**src/rtl/bc_pkg.sv**
```systemverilog
// Shared constants for the instruction timing FSM: state codes, phase codes, field widths.
// Latency: n/a. Backpressure: n/a.
package bc_pkg;

    localparam int SEQ_W   = 4;
    localparam int NUM_T   = 1 << SEQ_W;
    localparam int OPC_W   = 3;
    localparam int NUM_D   = 1 << OPC_W;
    localparam int IR_W    = 16;
    localparam int I_POS   = 15;
    localparam int OPC_LSB = 12;
    localparam int HLT_BIT = 0;

    localparam logic [OPC_W-1:0] HLT_OPC = 3'd7;

    typedef logic [2:0] state_t;

    localparam state_t ST_IDLE   = 3'd0;
    localparam state_t ST_FETCH  = 3'd1;
    localparam state_t ST_DECODE = 3'd2;
    localparam state_t ST_EXEC   = 3'd3;
    localparam state_t ST_HALT   = 3'd4;

    localparam logic [2:0] PH_NONE   = 3'b000;
    localparam logic [2:0] PH_FETCH  = 3'b001;
    localparam logic [2:0] PH_DECODE = 3'b010;
    localparam logic [2:0] PH_EXEC   = 3'b100;

    localparam logic [SEQ_W-1:0] SEQ_FETCH_LAST = 4'd1;
    localparam logic [SEQ_W-1:0] SEQ_HLT        = 4'd3;
    localparam logic [SEQ_W-1:0] SEQ_MAX        = 4'd15;

    function automatic logic [NUM_D-1:0] opc_onehot(input logic [OPC_W-1:0] opc);
        return NUM_D'(1) << opc;
    endfunction

endpackage

```
**src/rtl/decoder_4to16.sv**
```systemverilog
// Enabled 4-to-16 one-hot decoder producing the T0..T15 timing strobes.
// Latency: combinational. Backpressure: none.
module decoder_4to16
    import bc_pkg::*;
(
    input  logic             en,
    input  logic [SEQ_W-1:0] sel,
    output logic [NUM_T-1:0] y
);

    always_comb begin
        y = '0;
        if (en) begin
            y[sel] = 1'b1;
        end
    end

endmodule

```
**src/rtl/timing_control.sv**
```systemverilog
// Instruction timing FSM (IDLE/FETCH/DECODE/EXEC/HALT) commanding the sequence counter; TC_WATCHDOG_EN adds an execute watchdog.
// Latency: sc_inc/sc_clr/t/phase combinational from state; d, i_bit, err registered at the next edge.
// Backpressure: none; the done strobe is the only execute-phase handshake.
module timing_control
    import bc_pkg::*;
(
    input  logic             clk,
    input  logic             rst,
    input  logic             start,
    input  logic [SEQ_W-1:0] sequence_cnt,
    input  logic [IR_W-1:0]  ir_in,
    input  logic             done,
    output logic             sc_inc,
    output logic             sc_clr,
    output logic [NUM_T-1:0] t,
    output logic [NUM_D-1:0] d,
    output logic             i_bit,
    output logic [2:0]       phase,
    output logic             err
);

    state_t state;
    state_t next_state;
    logic   load_dec;
    logic   hlt_hit;
    logic   t_en;
    logic   unused_ir;

    // Only I, opcode and the HLT reg-ref bit matter to timing; the rest belongs to the datapath.
    assign unused_ir = ^ir_in[11:1];

    // HLT is recognised from the latched decode plus the live reg-ref bit.
    assign hlt_hit = (sequence_cnt == SEQ_HLT) && d[HLT_OPC] && !i_bit && ir_in[HLT_BIT];

`ifdef TC_WATCHDOG_EN
    logic wd_trip;
    logic err_q;
`endif

    always_comb begin
        next_state = state;
        sc_inc     = 1'b0;
        sc_clr     = 1'b0;
        load_dec   = 1'b0;
`ifdef TC_WATCHDOG_EN
        wd_trip    = 1'b0;
`endif
        case (state)
            ST_IDLE: begin
                sc_clr = 1'b1;
                if (start) begin
                    next_state = ST_FETCH;
                end
            end
            ST_FETCH: begin
                sc_inc = 1'b1;
                if (sequence_cnt == SEQ_FETCH_LAST) begin
                    next_state = ST_DECODE;
                end
            end
            ST_DECODE: begin
                sc_inc     = 1'b1;
                load_dec   = 1'b1;
                next_state = ST_EXEC;
            end
            ST_EXEC: begin
                // HLT beats done; done beats the watchdog.
                if (hlt_hit) begin
                    sc_clr     = 1'b1;
                    next_state = ST_HALT;
                end else if (done) begin
                    sc_clr     = 1'b1;
                    next_state = ST_FETCH;
                end
`ifdef TC_WATCHDOG_EN
                else if (sequence_cnt == SEQ_MAX) begin
                    sc_clr     = 1'b1;
                    wd_trip    = 1'b1;
                    next_state = ST_FETCH;
                end
`endif
                else begin
                    sc_inc = 1'b1;
                end
            end
            ST_HALT: begin
                next_state = ST_HALT;
            end
            default: begin
                sc_clr     = 1'b1;
                next_state = ST_IDLE;
            end
        endcase
    end

    always_ff @(posedge clk) begin
        if (rst) begin
            state <= ST_IDLE;
            d     <= '0;
            i_bit <= 1'b0;
        end else begin
            state <= next_state;
            if (load_dec) begin
                d     <= opc_onehot(ir_in[OPC_LSB +: OPC_W]);
                i_bit <= ir_in[I_POS];
            end
        end
    end

`ifdef TC_WATCHDOG_EN
    always_ff @(posedge clk) begin
        if (rst) begin
            err_q <= 1'b0;
        end else if (wd_trip) begin
            err_q <= 1'b1;
        end
    end

    assign err = err_q;
`else
    assign err = 1'b0;
`endif

    always_comb begin
        case (state)
            ST_FETCH:  phase = PH_FETCH;
            ST_DECODE: phase = PH_DECODE;
            ST_EXEC:   phase = PH_EXEC;
            default:   phase = PH_NONE;
        endcase
    end

    assign t_en = (state == ST_FETCH) || (state == ST_DECODE) || (state == ST_EXEC);

    decoder_4to16 u_tdec (
        .en  (t_en),
        .sel (sequence_cnt),
        .y   (t)
    );

endmodule

```
**config.mk**
```make
export PLATFORM = sky130hd
export DESIGN_NAME = timing_control
export DESIGN_NICKNAME = d
export VERILOG_FILES = /design/src/rtl/bc_pkg.sv /design/src/rtl/decoder_4to16.sv /design/src/rtl/timing_control.sv
export SDC_FILE = /design/constraint.sdc
export NUM_CORES = 1
export LEC_CHECK = 0
export BUFFER_PORTS_ARGS = -buffer_cell sky130_fd_sc_hd__buf_2
export CELL_PAD_IN_SITES_DETAIL_PLACEMENT = 0
export CELL_PAD_IN_SITES_GLOBAL_PLACEMENT = 1
export CORE_MARGIN = 2
export CORE_UTILIZATION = 28
export CTS_BUF_LIST = sky130_fd_sc_hd__clkbuf_2 sky130_fd_sc_hd__clkbuf_4 sky130_fd_sc_hd__clkbuf_8
export DETAILED_ROUTE_END_ITERATION = 10
export PLACE_DENSITY_LB_ADDON = 0.1
export SETUP_SLACK_MARGIN = 0.02
export SYNTH_ARGS = -nofsm -noshare
export SYNTH_HDL_FRONTEND = slang
export SYNTH_SLANG_ARGS = --single-unit
```
**constraint.sdc**
```tcl
create_clock -name clk -period 2.4 [get_ports clk]
set_input_delay 0 -clock clk [delete_from_list [all_inputs] [get_ports clk]]
set_output_delay 0 -clock clk [all_outputs]
set_load 0.03 [all_outputs]
```
Word level (Yosys, flattened, before mapping)
Index checks and enable logic that the tools add are counted.
- input port bits: 24
- output and inout bits: 31
- word-level logic and storage cells: 42
- register bits after elaboration: 12
- mux-type cells: 16
- equal/unequal tests: 9
- reduce and logical (&&, ||, !) cells: 11
- $lt $le $gt $ge: 2
- shift operators: 1
- operator list (operator ; count):
    two-way mux 16 bit ; 1
    case mux 3 bit (5 select lines) ; 1
    two-way mux 3 bit ; 4
    case mux 3 bit (3 select lines) ; 1
    left shift 1 x 3 -> 8 bit (first input constant) ; 1
    equality test 3 x 2 -> 1 bit (second input constant) ; 2
    two-way mux 1 bit ; 6
    < comparator 4 x 5 -> 1 bit (second input constant) ; 1
    demux 1 bit (select 4 bit) ; 1
    equality test 4 x 1 -> 1 bit (second input constant) ; 1
    equality test 4 x 2 -> 1 bit (second input constant) ; 1
    greater-or-equal comparator 4 x 1 -> 1 bit (second input constant) ; 1
    logical AND 1 bit ; 4
    != test 2 bit (second input constant) ; 2
    case mux 1 bit (2 select lines) ; 2
    equality test 3 x 1 -> 1 bit (second input constant) ; 1
    equality test 3 bit (second input constant) ; 1
    zero test 3 bit ; 1
    != test 3 bit (second input constant) ; 1
    AND reduction 3 bit ; 1
    OR reduction 3 bit ; 1
    logical OR 1 bit ; 2
    OR reduction 2 bit ; 1
    zero test 1 bit ; 1

Depth between registers and ports, before layout
- depth after elaboration: 6
- mapped depth: 6

Cells and area by module
From an unflattened synthesis, not the netlist that was laid out.
- cell total of the unflattened synthesis: 93
- area total of the unflattened synthesis: 726.9 µm²
- modules (own cells, without submodules) (module ; instances ; area each (µm²) ; seq. area each (µm²) ; cells an instance):
    timing_control ; 1 ; 609.3 ; 240.2 ; 70
    decoder_4to16 ; 1 ; 117.6 ; 0.0 ; 23

Worst setup path before layout
No wires, ideal clock.
- path kind: register to output
- start: register state[0]
- end: output t[8]
- arrival: 1.579 ns
- setup slack: 0.821 ns
- stages on the path, launching flop included: 5
- cell sequence: dfxtp_1 > buf_2 > o21bai_1 > or3_1 > nor3_1
- cells in the longest elaborated chain, start to end: 4
- RTL lines (element ; line ; text):
    start: declaration ; timing_control.sv:22 ; state_t state;
    start signal: assignment ; timing_control.sv:102 ; state <= next_state;
    equality test 3 x 1 -> 1 bit / equality test 3 x 2 -> 1 bit (equally long branches) ; timing_control.sv:133 ; assign t_en = (state == ST_FETCH) || (state == ST_DECODE) || (state == ST_EXEC);
    logical OR 1 bit ; timing_control.sv:133 ;
    logical OR 1 bit * ; timing_control.sv:133 ;
    two-way mux 16 bit * ; decoder_4to16.sv:13 ; if (en) begin
    end: declaration ; timing_control.sv:15 ; output logic [NUM_T-1:0] t,
Every way passes the cells marked *; elsewhere a longest branch is shown, timed or not.

Worst setup path in the final report
- start: register state[1]
- end: register d[2]
- cells in the longest elaborated chain, start to end: 2
- RTL lines (element ; line ; text):
    equality test 3 x 2 -> 1 bit ; timing_control.sv:48 ; case (state)
    two-way mux 1 bit ; timing_control.sv:48 ;
    end signal: assignment ; timing_control.sv:104 ; d <= opc_onehot(ir_in[OPC_LSB +: OPC_W]);
    end: declaration ; timing_control.sv:16 ; output logic [NUM_D-1:0] d,
Every way passes these cells.
A chain may end at the register's enable or synchronous reset.

==> results.yml <==
run_status:
  status: "finished clean"
power:
  p_sw_share_pct: 28.0
  pwr-share-comb_pct: 18.5
  p_sw_mw: 0.125
  max-vdd-ir-drop_v: 0.000367
  p_seq_share_pct: 45.8
  p_leak_nw: 0.464
  clkPwrFrac_pct: 35.7
  power_density_nw_per_um2: 462
  p_int_mw: 0.322
  power_mw: 0.447
sta:
  max_freq_mhz: 569
  skew_ns: 0.00416
  setup_viol: 0
  finalHoldViolations: 0
  finalCritPeriodShare_pct: 73.3
  rsz0062_at_grt: "no"
  fin_hold_ws_ns: 0.0450
  drv_slew: 0
  finalCriticalPeriod_ns: 1.76
  timing.setup.tns_ns: 0
  finalWorstSetupSlack_ns: 0.641
synthesis:
  synth_most_common_cell: "nor2_1"
  synth-edff-count: 0
  yosysTopAreaCell: "dfxtp_1"
  synth-seq-cells: 12
  syn_nets: 121
  syn_inst: 97
  yosys_warnings: 0
  yosys.cell_types.count: 31
  syn_area_per_cell_sq_um: 7.20
  synth.cell_area_sq_um: 698
  ys_seq_area_share_pct: 34.4
  synth_async_sr_flop_share_pct: 0
  synthTopCellsByCount: "nor2_1 (18), dfxtp_1 (12), nand2_1 (12)"
  synth_top_area_share_pct: 34.4
  ys_top_cells_by_area: "dfxtp_1 (34%), nor2_1 (9.7%), a21oi_1 (7.9%)"
  synth_ff_type: "dfxtp_1"
floorplanning:
  die_x_um: 53.9
  dieArea_sq_um: 2910
  die_y_um: 53.9
  core_area_sq_um: 2410
  floorplan.rows: 18
  start_util_pct: 29.0
  io_pins: 55
drt:
  drc: 0
  ant_nets: 0
  drt-vias-per-instance: 4.78
  routed-via-count: 803
  first_pass_iters: 4
  drtIter0Drc: 3
  wirelength_um: 1880
  wl_per_cell_um: 11.2
placed_design:
  post-place-ws_ns: 0.649
  place.gp.congestion: 0.732
  portBuffers: 42
  dp_hpwl_um: 1400
setup_path:
  startpoint_type: "flop"
  crit_fanout: 11
  critPathKind: "reg -> reg"
  cp.arrival_ns: 1.96
  cp-end-kind: "flop"
  timing.rr.start: "state[1]"
  cp.required_ns: 2.61
  worstRegToRegCells: 3
  startpoint: "state[1]"
  r2r_slack_ns: 0.64
  regToRegEndpoint: "d[2]"
  endpoint: "d[2]"
cells_and_area:
  fillers: 257
  nets: 163
  seqCellArea_sq_um: 240
  final_core_util_pct: 40.1
  drive_gt1_share_pct: 35.5
  multi_input_area_sq_um: 414
  syn2layout_area_growth_pct: 38.4
  antenna_cells: 0
grt:
  antenna_found_initial: 0
  first_global_vias: 618
  grt_first_pass_wirelength_um: 2770
  grt_use_total_pct: 13.0
  grt-ovfl-total: 0
  grt_max_degree: 13
clock_tree:
  clk_pin_slew_ns: 0.08
  root_buffer: "clkbuf_4"
  tritoncts: "built"
  cts_made_buffers: 3
  cts_num_sinks: 12
  clock_path_buffers: 2
  cts_max_level: 1
  clock_latency_ns: 0.27
job:
  drv_cap: 0
min_path:
  hold_class: "in -> reg"
critical path, cell delays in order, from the launching register on:
cell,delay [ns]
dfxtp_1,0.46
or3b_1,0.57
or4b_1,0.52
a21oi_1,0.14
metrics by stage:
step	cells	area, sq um
after floorplan	97	698
after global placement	162	910
after detailed placement	162	910
after CTS	168	966
after global routing	168	966
final	168	966
cell usage in the layout, fill, tap and decap left out, types with 2 or more instances in the layout:
| cell | count |
|---|---|
| nand4_1 | 3 |
| a21oi_1 | 11 |
| nor3_1 | 4 |
| nor2_1 | 18 |
| nand3_1 | 4 |
| buf_2 | 42 |
| dlygate4sd3_1 | 2 |
| nand2b_1 | 2 |
| or3_1 | 2 |
| dfxtp_1 | 12 |
| clkbuf_4 | 3 |
| nand2_1 | 12 |
| nand4b_1 | 3 |
| a31oi_1 | 2 |
flip-flops by register name, summed over array words and instances (netlist names):
register / count
state: 3
i_bit: 1
d: 8
layer usage:
layer	vias up	track usage, %	part of all wire, %	wire (um)
met5	-	0	0	0
met1	352	16.5	47	877
met4	0	7.69	0.64	12
met3	2	1.67	6.5	122
met2	28	20.9	46	871
li1	421	-	-	-
cell type report:
cell class	count	share of cell area (%)
clock buffer	4	3.76
tap	30	3.89
timing repair buffer	44	23.8
sequential	12	24.9
inverter	2	0.777
multi-input combinational	76	42.9
worst min path at each step:
stage	from	to	slack, ns	depth (start not counted)
2_1_floorplan	rst	state[1]	0.08	1
3_3_place_gp	ir_in[15]	i_bit	0.25	3
3_5_place_dp	ir_in[15]	i_bit	0.25	3
4_1_cts	ir_in[12]	d[7]	0.03	3
5_1_grt	ir_in[12]	d[1]	0.04	3
6_report	rst	i_bit	0.05	2
power groups by stage:
stage / logic, mW / registers (mW) / clock network, mW
after CTS: 0.0831 / 0.205 / 0.168
after global routing: 0.0899 / 0.205 / 0.181
after global placement: 0.0798 / 0.209 / 0
after floorplan: 0.0561 / 0.207 / 0
final: 0.0824 / 0.205 / 0.159
after detailed placement: 0.0804 / 0.209 / 0
cell families (layout without fill, tap and decap cells):
logic type / Yosys count / count (layout) / synth area share (%)
buffers and inverters: 9 / 50 / 6.27
other: 1 / 1 / 0.537
and+or+nand+nor: 56 / 56 / 41.2
AOI/OAI and AO/OA: 19 / 19 / 17.6
DFF: 12 / 12 / 34.4
repair_timing:
item	4_1_cts	5_1_grt
hold endpoints to repair	2	0
hold buffers	2	0
buffers inserted	0	0
gates resized for setup	0	0
Power figures use the tool's default switching activity.
